--- src/rtl/fetch_unit.sv ---
// Instruction-fetch stage: PC/IR, request/ack IMEM port, next-PC select, IRQ synchronizer.
// Latency: 2+ cycles/instruction (FETCH until ACK, then one EXEC); stalls in FETCH while ACK is low.
module fetch_unit #(
    parameter logic [31:0] RESET_VECTOR = 32'h8000_0000,
    parameter logic [31:0] ILLOP_VECTOR = 32'h8000_0004,
    parameter logic [31:0] XADR_VECTOR  = 32'h8000_0008
) (
    input  logic        CLK,
    input  logic        RESET,
    input  logic [2:0]  PCSEL,
    input  logic [31:0] JT,
    input  logic        IRQ_IN,
    output logic [31:0] IMEM_ADDR,
    output logic        IMEM_REQ,
    input  logic        IMEM_ACK,
    input  logic [31:0] IMEM_DATA,
    output logic [31:0] INSTR,
    output logic [5:0]  OPCODE,
    output logic [31:0] PC,
    output logic [31:0] PC_PLUS4,
    output logic        pc_31,
    output logic        IRQ,
    output logic        HOLD
);

    typedef enum logic [1:0] {
        ST_RST   = 2'd0,
        ST_FETCH = 2'd1,
        ST_EXEC  = 2'd2
    } state_t;

    state_t      r_state;
    state_t      w_state_nxt;
    logic [31:0] r_pc;
    logic [31:0] r_instr;
    logic        r_s1;
    logic        r_s2;
    logic        r_s3;
    logic        r_pending;

    logic        w_imem_req;
    logic        w_hold;
    logic        w_capture;
    logic        w_pc_load;
    logic        w_irq_clr;
    logic        w_irq_set;
    logic [31:0] w_pc_plus4;
    logic [31:0] w_br_off;
    logic [31:0] w_br_sum;
    logic [31:0] w_next_pc;

    always_comb begin
        w_state_nxt = r_state;
        w_imem_req  = 1'b0;
        w_hold      = 1'b1;
        w_capture   = 1'b0;
        w_pc_load   = 1'b0;
        case (r_state)
            ST_RST: begin
                w_state_nxt = ST_FETCH;
            end
            ST_FETCH: begin
                w_imem_req = 1'b1;
                if (IMEM_ACK) begin
                    w_capture   = 1'b1;
                    w_state_nxt = ST_EXEC;
                end
            end
            ST_EXEC: begin
                w_hold      = 1'b0;
                w_pc_load   = 1'b1;
                w_state_nxt = ST_FETCH;
            end
            default: begin
                w_state_nxt = ST_RST;
            end
        endcase
    end

    always_ff @(posedge CLK or posedge RESET) begin
        if (RESET) begin
            r_state <= ST_RST;
        end else begin
            r_state <= w_state_nxt;
        end
    end

    // Bits 30:0 wrap on their own; bit 31 (supervisor) never changes through sequential/branch flow.
    assign w_pc_plus4 = r_pc + 32'd4;
    assign w_br_off   = {{14{r_instr[15]}}, r_instr[15:0], 2'b00};
    assign w_br_sum   = w_pc_plus4 + w_br_off;

    always_comb begin
        w_next_pc = ILLOP_VECTOR;
        case (PCSEL)
            3'd0:    w_next_pc = (w_pc_plus4 & 32'h7FFF_FFFC) | (r_pc & 32'h8000_0000);
            3'd1:    w_next_pc = (w_br_sum & 32'h7FFF_FFFC) | (r_pc & 32'h8000_0000);
            3'd2:    w_next_pc = ({r_pc[31] & JT[31], JT[30:0]}) & 32'hFFFF_FFFC;
            3'd4:    w_next_pc = XADR_VECTOR;
            default: w_next_pc = ILLOP_VECTOR;
        endcase
    end

    always_ff @(posedge CLK or posedge RESET) begin
        if (RESET) begin
            r_pc    <= RESET_VECTOR;
            r_instr <= 32'd0;
        end else begin
            if (w_capture) begin
                r_instr <= IMEM_DATA;
            end
            if (w_pc_load) begin
                r_pc <= w_next_pc;
            end
        end
    end

    // s3 delays s2 so that only a rising synchronized level sets the pending flag.
    assign w_irq_clr = (r_state == ST_EXEC) && (PCSEL == 3'd4);
    assign w_irq_set = r_s2 & ~r_s3;

    always_ff @(posedge CLK or posedge RESET) begin
        if (RESET) begin
            r_s1      <= 1'b0;
            r_s2      <= 1'b0;
            r_s3      <= 1'b0;
            r_pending <= 1'b0;
        end else begin
            r_s1      <= IRQ_IN;
            r_s2      <= r_s1;
            r_s3      <= r_s2;
            r_pending <= (r_pending & ~w_irq_clr) | w_irq_set;
        end
    end

    assign IMEM_ADDR = r_pc;
    assign IMEM_REQ  = w_imem_req;
    assign HOLD      = w_hold;
    assign INSTR     = r_instr;
    assign OPCODE    = r_instr[31:26];
    assign PC        = r_pc;
    assign PC_PLUS4  = w_pc_plus4;
    assign pc_31     = r_pc[31];
    assign IRQ       = r_pending;

endmodule

--- config.mk ---
export PLATFORM = sky130hd
export DESIGN_NAME = fetch_unit
export DESIGN_NICKNAME = d
export VERILOG_FILES = /design/src/rtl/fetch_unit.sv
export SDC_FILE = /design/constraint.sdc
export NUM_CORES = 1
export LEC_CHECK = 0
export ABC_AREA = 1
export BUFFER_PORTS_ARGS = -buffer_cell sky130_fd_sc_hd__buf_2
export CAP_MARGIN = 10
export CORE_ASPECT_RATIO = 1.5
export CORE_MARGIN = 1
export CORE_UTILIZATION = 55
export CTS_CLUSTER_DIAMETER = 60
export DETAILED_ROUTE_END_ITERATION = 8
export GPL_ROUTABILITY_DRIVEN = 0
export PLACE_DENSITY = 0.86
export RECOVER_POWER = 100
export SLEW_MARGIN = 20
export SYNTH_ARGS = -nofsm -noshare
export SYNTH_HDL_FRONTEND = slang
export SYNTH_SLANG_ARGS = --single-unit
--- constraint.sdc ---
create_clock -name CLK -period 4.02 [get_ports CLK]
set_input_delay 0.603 -clock CLK [delete_from_list [all_inputs] [get_ports CLK]]
set_output_delay 0.603 -clock CLK [all_outputs]
set_load 0.02 [all_outputs]
### Word level (Yosys, flattened, before mapping)

Cells that the tools add are included.

* flip-flop bits (word level): 70
* bits in latches: 0
* memory bits (writable): 0
* ROM bits: 0
* input bits: 71
* output and inout bits: 138
* logic and storage cells: 35
* memories: 0

* add/sub/neg operators: 2
* multiply operators: 0
* divide/modulo/power cells: 0
* magnitude comparators: 0
* equality and inequality tests: 6
* shifts and indexed selects: 0
* mux-type cells: 8
* bitwise logic cells: 8
* reduce and logical (&&, ||, !) cells: 4

Operators with widths (number)
* 32-bit one-hot mux with 4 select lines: 1
* 31-bit by 32-bit OR with 32-bit output: 2
* 32-bit by 3-bit adder with 32-bit output (second input constant): 1
* 31-bit adder: 1
* 1-bit two-way mux: 5
* 2-bit one-hot mux with 2 select lines: 1
* 1-bit bitwise AND: 3
* 3-bit by 1-bit equality test with 1-bit output (second input constant): 1
* 3-bit by 2-bit equality test with 1-bit output (second input constant): 1
* 3-bit equality test (second input constant): 1
* 3-bit zero test: 1
* 2-bit by 1-bit equality test with 1-bit output (second input constant): 1
* 2-bit equality test (second input constant): 1
* 2-bit zero test: 1
* 2-bit two-way mux: 1
* 2-bit != test (second input constant): 1
* 1-bit NOT: 2
* 2-bit OR reduction: 1
* 1-bit logical AND: 1
* 1-bit OR: 1

### Depth between registers and ports, before layout

Gate-level depths: netlist of run 1.

* depth after elaboration: 5
* mapped depth: 24
* mapped depth without buffers: 24

### Worst setup path after synthesis of run 1

Ideal clock, no wire load.

* kind: flip-flop to flip-flop
* start point: reg r_pc[3] (netlist: IMEM_ADDR[3])
* end point: reg r_pc[30] (netlist: IMEM_ADDR[30])
* setup time: 0.117 ns
* arrival time: 2.946 ns
* required time: 3.903 ns
* path slack: 0.957 ns
* stages on the path, launching flop included: 24
* path buffers: 0
* period minus slack after synthesis: 3.063 ns
* cell sequence: dfrtp_1 -> ha_1 -> nand2_1 -> nor2_1 -> nand2_2 -> inv_1 -> nand2_2 -> inv_1 -> nand2_1 -> xor2_1 -> ha_1 -> nand2_1 -> inv_1 -> nand2_1 -> and2_1 -> nand2_1 -> nand2_1 -> nand2_1 -> a21oi_1 -> nand2_1 -> nand3_1 -> nand2_1 -> nand2_1 -> nand2_1

* cells in the longest elaborated chain, start to end: 4
* elaborated cells on any way between the ends: 5
* classes of those cells: add/sub: 2; mux: 1; bitwise: 2

RTL lines
* start: declaration: line 34 `logic [31:0] r_pc;`
* start signal: assignment: line 113 `r_pc <= w_next_pc;`
* 32-bit by 3-bit adder with 32-bit output: line 89 `assign w_pc_plus4 = r_pc + 32'd4;`
* via PC_PLUS4[20]: line 20 `output logic [31:0] PC_PLUS4,`
* 31-bit adder: line 91 `assign w_br_sum = w_pc_plus4 + w_br_off;`
* 31-bit by 32-bit OR with 32-bit output: line 97 `3'd1: w_next_pc = (w_br_sum & 32'h7FFF_FFFC) | (r_pc & 32'h8000_0000);`
* 32-bit one-hot mux with 4 select lines: line 95 `case (PCSEL)`

The timed path passes the listed nets, and every way through them passes these cells.
A chain may end at the register's enable or synchronous reset.

### Worst setup path after layout of run 1

* start point: reg r_pc[9] (netlist: IMEM_ADDR[9])
* end point: reg r_pc[22] (netlist: IMEM_ADDR[22])

* cells in the longest elaborated chain, start to end: 4
* elaborated cells on any way between the ends: 5
* classes of those cells: add/sub: 2; mux: 1; bitwise: 2

RTL lines (line)
* 32-bit by 3-bit adder with 32-bit output (*): 89
* 31-bit adder: 91
* 31-bit by 32-bit OR with 32-bit output: 97
* 32-bit one-hot mux with 4 select lines (*): 95

Mark *: on every way between the ends. The rest lies on a longest branch, timed or not.

==> impl_metrics.env, run 1 <==
export IMPL_outcome="complete, but fails checks"
export IMPL_failed_checks="capacitance limit, slew limit"
export IMPL_period_share_pct=89.87
export IMPL_cts_inserted_buffers=9
export IMPL_cp_start_kind="register"
export IMPL_crit_fanout=6
export IMPL_ant_nets=0
export IMPL_rsz0062_at_grt="no"
export IMPL_synth_cell_types=43
export IMPL_wl_mm=20.64
export IMPL_crit_family="simple AND/OR/NAND/NOR gates"
export IMPL_dp_hpwl_mm=15.93
export IMPL_netlist_instances=1027
export IMPL_hold_viol=0
export IMPL_io_pins=209
export IMPL_crit_top_cell="nand2_1"
export IMPL_drive_gt1_share_pct=10.60
export IMPL_synth_area_per_cell_um2=6.202
export IMPL_drt_initial_drc_count=501
export IMPL_irDropWorstVdd_v=0.0004853
export IMPL_critPathKind="reg2reg"
export IMPL_viasPerCell=5.410
export IMPL_num_rows=47
export IMPL_relSlewSlack_pct=-42.02
export IMPL_tritoncts="done"
export IMPL_finalCoreUtilization_pct=66.06
export IMPL_wl_per_cell_um=15.35
export IMPL_die_w_um=89.87
export IMPL_drt_pre_antenna_iters=5
export IMPL_power_density_nw_per_um2=727.8
export IMPL_finalSetupViolations=0
export IMPL_clock_sinks=68
export IMPL_cts_root_buf="clkbuf_16"
export IMPL_setup_worst_path_end_class="register"
export IMPL_max_cap_violations=2
export IMPL_hold_buffers=0
export IMPL_worstMarginPinSlew_ns=2.119
export IMPL_track_usage_pct=34.99
export IMPL_core_area_um2=11170
export IMPL_clock_skew_final_ns=0.01149
export IMPL_clk_latency_ns=0.35
export IMPL_drc=0
export IMPL_cts_max_path_buffers=2
export IMPL_diodes=0
export IMPL_grt_pass1_wl_mm=33.26
export IMPL_die_h_um=133.8
export IMPL_cpPeakStageDelay_ns=0.56
export IMPL_vias=7277
export IMPL_cp_data_required_time_ns=4.25
export IMPL_crit_chain="inv_1, nor3_4, nor3b_1, xor2_1, buf_4, ha_1, nand2_1, inv_1, a21oi_1, nand3_1, nand2_1, nand3b_1, nand3_1, nand3_1, nand2_1, nand2_1"
export IMPL_p_leak_nw=4.042
export IMPL_synth_warning_count=0
export IMPL_grt_pass1_vias=6820
export IMPL_cts_reportedPaths_clkPinSlew_ns=0.06
export IMPL_drv_slew=87
export IMPL_htreeDepth=3
export IMPL_n_fill_cell=1128
export IMPL_antenna_found_initial=1
export IMPL_worst_path_max_delay_cell="nor3b_1"
export IMPL_fmax_mhz=276.8
export IMPL_port_buffers=200
export IMPL_critPathBufInv=3
export IMPL_syn_area_um2=6370
export IMPL_syn2layout_area_growth_pct=15.87
export IMPL_gr_total_overflow=0
export IMPL_hp_class="in2reg"
export IMPL_crit_arrival_ns=3.84
export IMPL_cts_repair_resized=0
export IMPL_grt_max_degree=48
export IMPL_initial_core_util_pct=57.01
export IMPL_dieArea_um2=12030
export IMPL_yosysSeqAreaShare_pct=26.73
export IMPL_cts_setup_buffers=0
export IMPL_setup_tns_final_ns=0
export IMPL_fin_nets=1300
export IMPL_ys_seq_elements=68
export IMPL_min_period_ns=3.613
[metal layers]
metal  vias up  part of all wire (%)  GRT usage, %
met5         -                     0             0
met4         0                   7.8         25.72
met3        90                   8.0         7.313
met2       393                    48         60.04
met1      3266                    36         38.23
li1       3528                     -             -
[report_power, final]
| group | internal [mW] | switching, mW | total (mW) |
|---|---|---|---|
| clock network | 0.546 | 0.331 | 0.877 |
| registers | 0.897 | 0.341 | 1.24 |
| logic | 0.958 | 2.30 | 3.26 |
| total | 2.40 | 2.97 | 5.37 |
[layout make-up]
cell class / count / area [um^2] / share of cell area (%)
clock inverter: 7 / 98.84 / 1.339
tap: 147 / 183.9 / 2.492
sequential: 68 / 1703 / 23.07
clock buffer: 9 / 225.2 / 3.051
timing repair buffer: 214 / 942.2 / 12.76
inverter: 123 / 462.9 / 6.272
multi-input combinational: 777 / 3765 / 51.01
[cell usage after synthesis (all sizes together)]
cell     number  area [um^2]
conb          1        3.750
clkbuf       15        56.30
xnor2         1        8.760
a21o          3        22.52
nand3        90        468.0
inv         122        457.9
and2          7        43.79
ha           35        437.9
dfrtp        67         1677
xor2         17        148.9
nor4          1        12.51
nor3         16        101.4
nand4        16        106.4
nand2       432         1634
fa            1        20.02
o21bai        5        37.54
nor3b         2        26.28
clkinv        1        3.750
a211oi        1        7.510
dfstp         1        26.28
nor2         63        261.5
o21a          2        15.01
or2           2        12.51
a21oi        35        175.2
o21ai        33        172.7
buf          49        361.6
a31oi         1        6.260
o2111ai       1        8.760
o311ai        3        26.28
nand3b        4        30.03
[kinds of logic after synthesis]
group,Yosys count,share of synthesized area (%)
and+or+nand+nor,633,42.33
DFF,68,26.73
AOI/OAI and AO/OA,84,7.406
buffers and inverters,187,13.81
xor gates and xnor gates,18,2.475
other,1,0.05887
adders and majority gates,36,7.189
[registers in the layout, indices dropped and copies added, names as in the netlist]
name	count
IMEM_ADDR	30
INSTR	32
IRQ	1
r_s1	1
r_s2	1
r_s3	1
r_state	2
[layout by cell type, fill, tap and decap left out, types with 2 or more instances in the layout]
| cell | instances |
|---|---|
| nand2_1 | 427 |
| clkbuf_1 | 123 |
| inv_1 | 119 |
| nand3_1 | 90 |
| buf_2 | 81 |
| dfrtp_1 | 67 |
| nor2_1 | 59 |
| a21oi_1 | 35 |
| ha_1 | 35 |
| o21ai_0 | 33 |
| xor2_1 | 17 |
| nand4_1 | 15 |
| nor3_1 | 12 |
| buf_4 | 10 |
| clkbuf_16 | 9 |
| conb_1 | 6 |
| nand2_2 | 5 |
| and2_0 | 5 |
| o21bai_1 | 5 |
| nand3b_1 | 4 |
| a21o_1 | 3 |
| nor2_2 | 3 |
| o311ai_0 | 3 |
| nor3_2 | 3 |
| o21a_1 | 2 |
| or2_2 | 2 |
| and2_1 | 2 |
| nor3b_1 | 2 |
| inv_2 | 2 |
| clkinv_4 | 2 |
| bufinv_16 | 2 |
[per-stage QoR]
step | hold slack, ns | instances | instance area, um^2 | setup WS [ns] | power (mW)
after floorplan | 0.3312 | 1032 | 6389 | 0.9571 | 3.607
after global placement | 0.3344 | 1329 | 7268 | 0.8119 | 4.487
after detailed placement | 0.3636 | 1329 | 7268 | 0.7691 | 4.549
after CTS | 0.3580 | 1345 | 7592 | 0.7468 | 5.457
after global routing | 0.3560 | 1345 | 7381 | 0.2082 | 5.753
final | 0.3661 | 1345 | 7381 | 0.4071 | 5.372
[worst paths after layout]
check,slack (ns),startpoint,to,cells after the start
max,0.41,IMEM_ADDR[9]$_DFFE_PP0P_,IMEM_ADDR[22]$_DFFE_PP0P_,16
min,0.37,IRQ_IN,r_s1$_DFF_PP0_,1
max reg2reg,0.41,IMEM_ADDR[9]$_DFFE_PP0P_,IMEM_ADDR[22]$_DFFE_PP0P_,16
min reg2reg,0.37,r_s1$_DFF_PP0_,r_s2$_DFF_PP0_,0
max in group asynchronous,1.42,RESET,INSTR[6]$_DFFE_PP0P_,3
min in group asynchronous,0.81,RESET,r_s1$_DFF_PP0_,2
Note: power is estimated with default switching activity, not from simulation.
==> inputs of run 2 (changes only) <==
--- a/config.mk
+++ b/config.mk
@@ -7,10 +7,12 @@
 export LEC_CHECK = 0
 export ABC_AREA = 1
 export BUFFER_PORTS_ARGS = -buffer_cell sky130_fd_sc_hd__buf_2
-export CAP_MARGIN = 10
+export CAP_MARGIN = 40
+export CELL_PAD_IN_SITES_DETAIL_PLACEMENT = 1
+export CELL_PAD_IN_SITES_GLOBAL_PLACEMENT = 2
 export CORE_ASPECT_RATIO = 1.5
 export CORE_MARGIN = 1
-export CORE_UTILIZATION = 55
+export CORE_UTILIZATION = 28
 export CTS_CLUSTER_DIAMETER = 60
 export DETAILED_ROUTE_END_ITERATION = 8
 export GPL_ROUTABILITY_DRIVEN = 0
==> run 2 against run 1 <==
  * Sequential power about the same
  * Clock-buffer cell count unchanged
  * Worst setup slack better by 0.054 ns
  * Utilization down 32 points
  * Worst hold slack worse by 0.23 ns
  * Total power up 2.2%
  * Final area up 2.9%
  * Critical path depth up 4
  * Global-route usage down 13 points
  * Register-to-register slack better by 0.05 ns
  * The run still ends with capacitance limit, slew limit left
  * Sequential cell count unchanged
==> impl_metrics.env, run 2 (same netlist as run 1, synthesis figures left out) <==
export IMPL_viasPerCell=4.813
export IMPL_ant_nets=0
export IMPL_htreeDepth=3
export IMPL_hold_viol=0
export IMPL_total_power_mw=5.492
export IMPL_cts_repair_resized=0
export IMPL_power_density_nw_per_um2=723.0
export IMPL_cts_root_buf="clkbuf_16"
export IMPL_setup_tns_final_ns=0
export IMPL_clock_skew_final_ns=0.009256
export IMPL_min_period_ns=3.559
export IMPL_r2r_slack_ns=0.46
export IMPL_cp_data_required_time_ns=4.27
export IMPL_drv_slew=105
export IMPL_cts_setup_buffers=0
export IMPL_dp_cells=1463
export IMPL_final_common_cell="nand2_1"
export IMPL_cp_start_kind="register"
export IMPL_dp_hpwl_mm=21.09
export IMPL_cts_inserted_buffers=9
export IMPL_vias=7128
export IMPL_drive_gt1_share_pct=10.88
export IMPL_cpPeakStageDelay_ns=0.49
export IMPL_initial_core_util_pct=28.57
export IMPL_finalSetupViolations=0
export IMPL_worst_path_max_delay_cell="dfrtp_1"
export IMPL_port_buffers=200
export IMPL_setup_worst_path_end_class="register"
export IMPL_wl_per_cell_um=17.29
export IMPL_die_h_um=186.7
export IMPL_grt_pass1_vias=7308
export IMPL_dieArea_um2=23370
export IMPL_place_ws_ns=0.5598
export IMPL_stdcell_count=1481
export IMPL_max_cap_violations=3
export IMPL_critPathKind="reg2reg"
export IMPL_failed_checks="capacitance limit, slew limit"
export IMPL_track_usage_pct=22.37
export IMPL_rsz0062_at_grt="no"
export IMPL_hp_class="in2async"
export IMPL_critPathBufInv=3
export IMPL_cts_max_path_buffers=2
export IMPL_num_rows=67
export IMPL_core_area_um2=22300
export IMPL_clock_sinks=68
export IMPL_irDropWorstVdd_v=0.0003095
export IMPL_grt_pass1_wl_mm=40.07
export IMPL_tritoncts="done"
export IMPL_multi_input_area_um2=3786
export IMPL_antenna_found_initial=4
export IMPL_layout_setup_ws_ns=0.4613
export IMPL_crit_family="simple AND/OR/NAND/NOR gates"
export IMPL_p_leak_nw=4.087
export IMPL_grt_max_degree=39
export IMPL_crit_top_cell="nand2_1"
export IMPL_cts_reportedPaths_clkPinSlew_ns=0.06
export IMPL_layout_area_seq_um2=1703
export IMPL_hold_buffers=0
export IMPL_crit_arrival_ns=3.80
export IMPL_crit_fanout=6
export IMPL_drt_initial_drc_count=338
export IMPL_layout_common_cells="nand2_1 (429), clkbuf_1 (126), inv_1 (120)"
export IMPL_fin_nets=1306
export IMPL_fmax_mhz=281.0
export IMPL_largest_reg_flops=32
export IMPL_crit_chain="ha_1, nand2_1, nor2_1, nand2_1, inv_1, nand2_1, inv_1, nand2_1, xor2_1, clkbuf_1, ha_1, nand4_1, nor3_1, nand3_1, nand3_1, nand2_1, nand3_1, nand2_1, nand2_1, nand2_1"
export IMPL_worstMarginPinSlew_ns=1.914
export IMPL_io_pins=209
export IMPL_wl_mm=25.61
export IMPL_relSlewSlack_pct=-27.62
export IMPL_period_share_pct=88.52
export IMPL_drt_pre_antenna_iters=7
export IMPL_drc=0
export IMPL_gr_total_overflow=0
export IMPL_syn2layout_area_growth_pct=19.25
export IMPL_outcome="complete, but fails checks"
export IMPL_n_fill_cell=3081
export IMPL_clk_latency_ns=0.36
export IMPL_die_w_um=125.2
-- run 2: cell types whose count changed in the layout (fill, tap and decap cells not counted), sizes merged --
cell      change
diode         +1
inv           +2
clkinvlp      -1
clkinv        -1
buf           +3
clkbuf        +3
-- run 2: worst paths after layout --
check	start	to	cells after the start
hold reg to reg	r_s1$_DFF_PP0_	r_s2$_DFF_PP0_	0
setup / recovery	IMEM_ADDR[2]$_DFFE_PP0P_	IMEM_ADDR[26]$_DFFE_PP0P_	20
hold / removal	RESET	r_s3$_DFF_PP0_	2
max in group asynchronous	RESET	INSTR[18]$_DFFE_PP0P_	3
setup reg to reg	IMEM_ADDR[2]$_DFFE_PP0P_	IMEM_ADDR[26]$_DFFE_PP0P_	20
min in group CLK	IRQ_IN	r_s1$_DFF_PP0_	1
-- run 2: worst reg2reg max path: cells and delay by family, from the launching register on --
family	cells	cell delay, ns
fa+ha+maj	2	0.70
simple gates	14	1.70
xor+xnor	1	0.14
flops	1	0.49
buf+inv	3	0.44
-- run 2: cell type report --
cell class	instances	area share (%)
multi-input cells	777	49.84
repair buffers	220	12.82
inverters	123	6.078
clock buffers	9	2.965
well taps	276	4.546
diodes	1	0.03294
flip-flops and latches	68	22.42
clock inverters	7	1.301
-- run 2: stage by stage --
step | hold WS [ns] | util [%] | instance area, um^2
floorplan | 0.3312 | - | 6389
global placement | 0.3354 | 33.49 | 7467
detailed placement | 0.3364 | 33.49 | 7467
CTS | 0.3293 | 34.94 | 7791
global route | 0.1466 | 34.06 | 7596
finish | 0.1361 | 34.06 | 7596
-- run 2: power by group --
part           switching (mW)  leakage, nW  internal, mW  total, mW
combinational            2.38         3.08         0.965       3.34
sequential              0.361        0.850         0.898       1.26
clock                   0.344        0.156         0.547      0.891
-- run 2: layer usage --
layer	GRT usage (%)	vias to the layer above	routed length, um
li1	-	3533	-
met1	24.28	3352	9959
met2	41.19	188	13400
met3	4.100	49	1147
met4	11.12	6	1079
met5	0	-	30
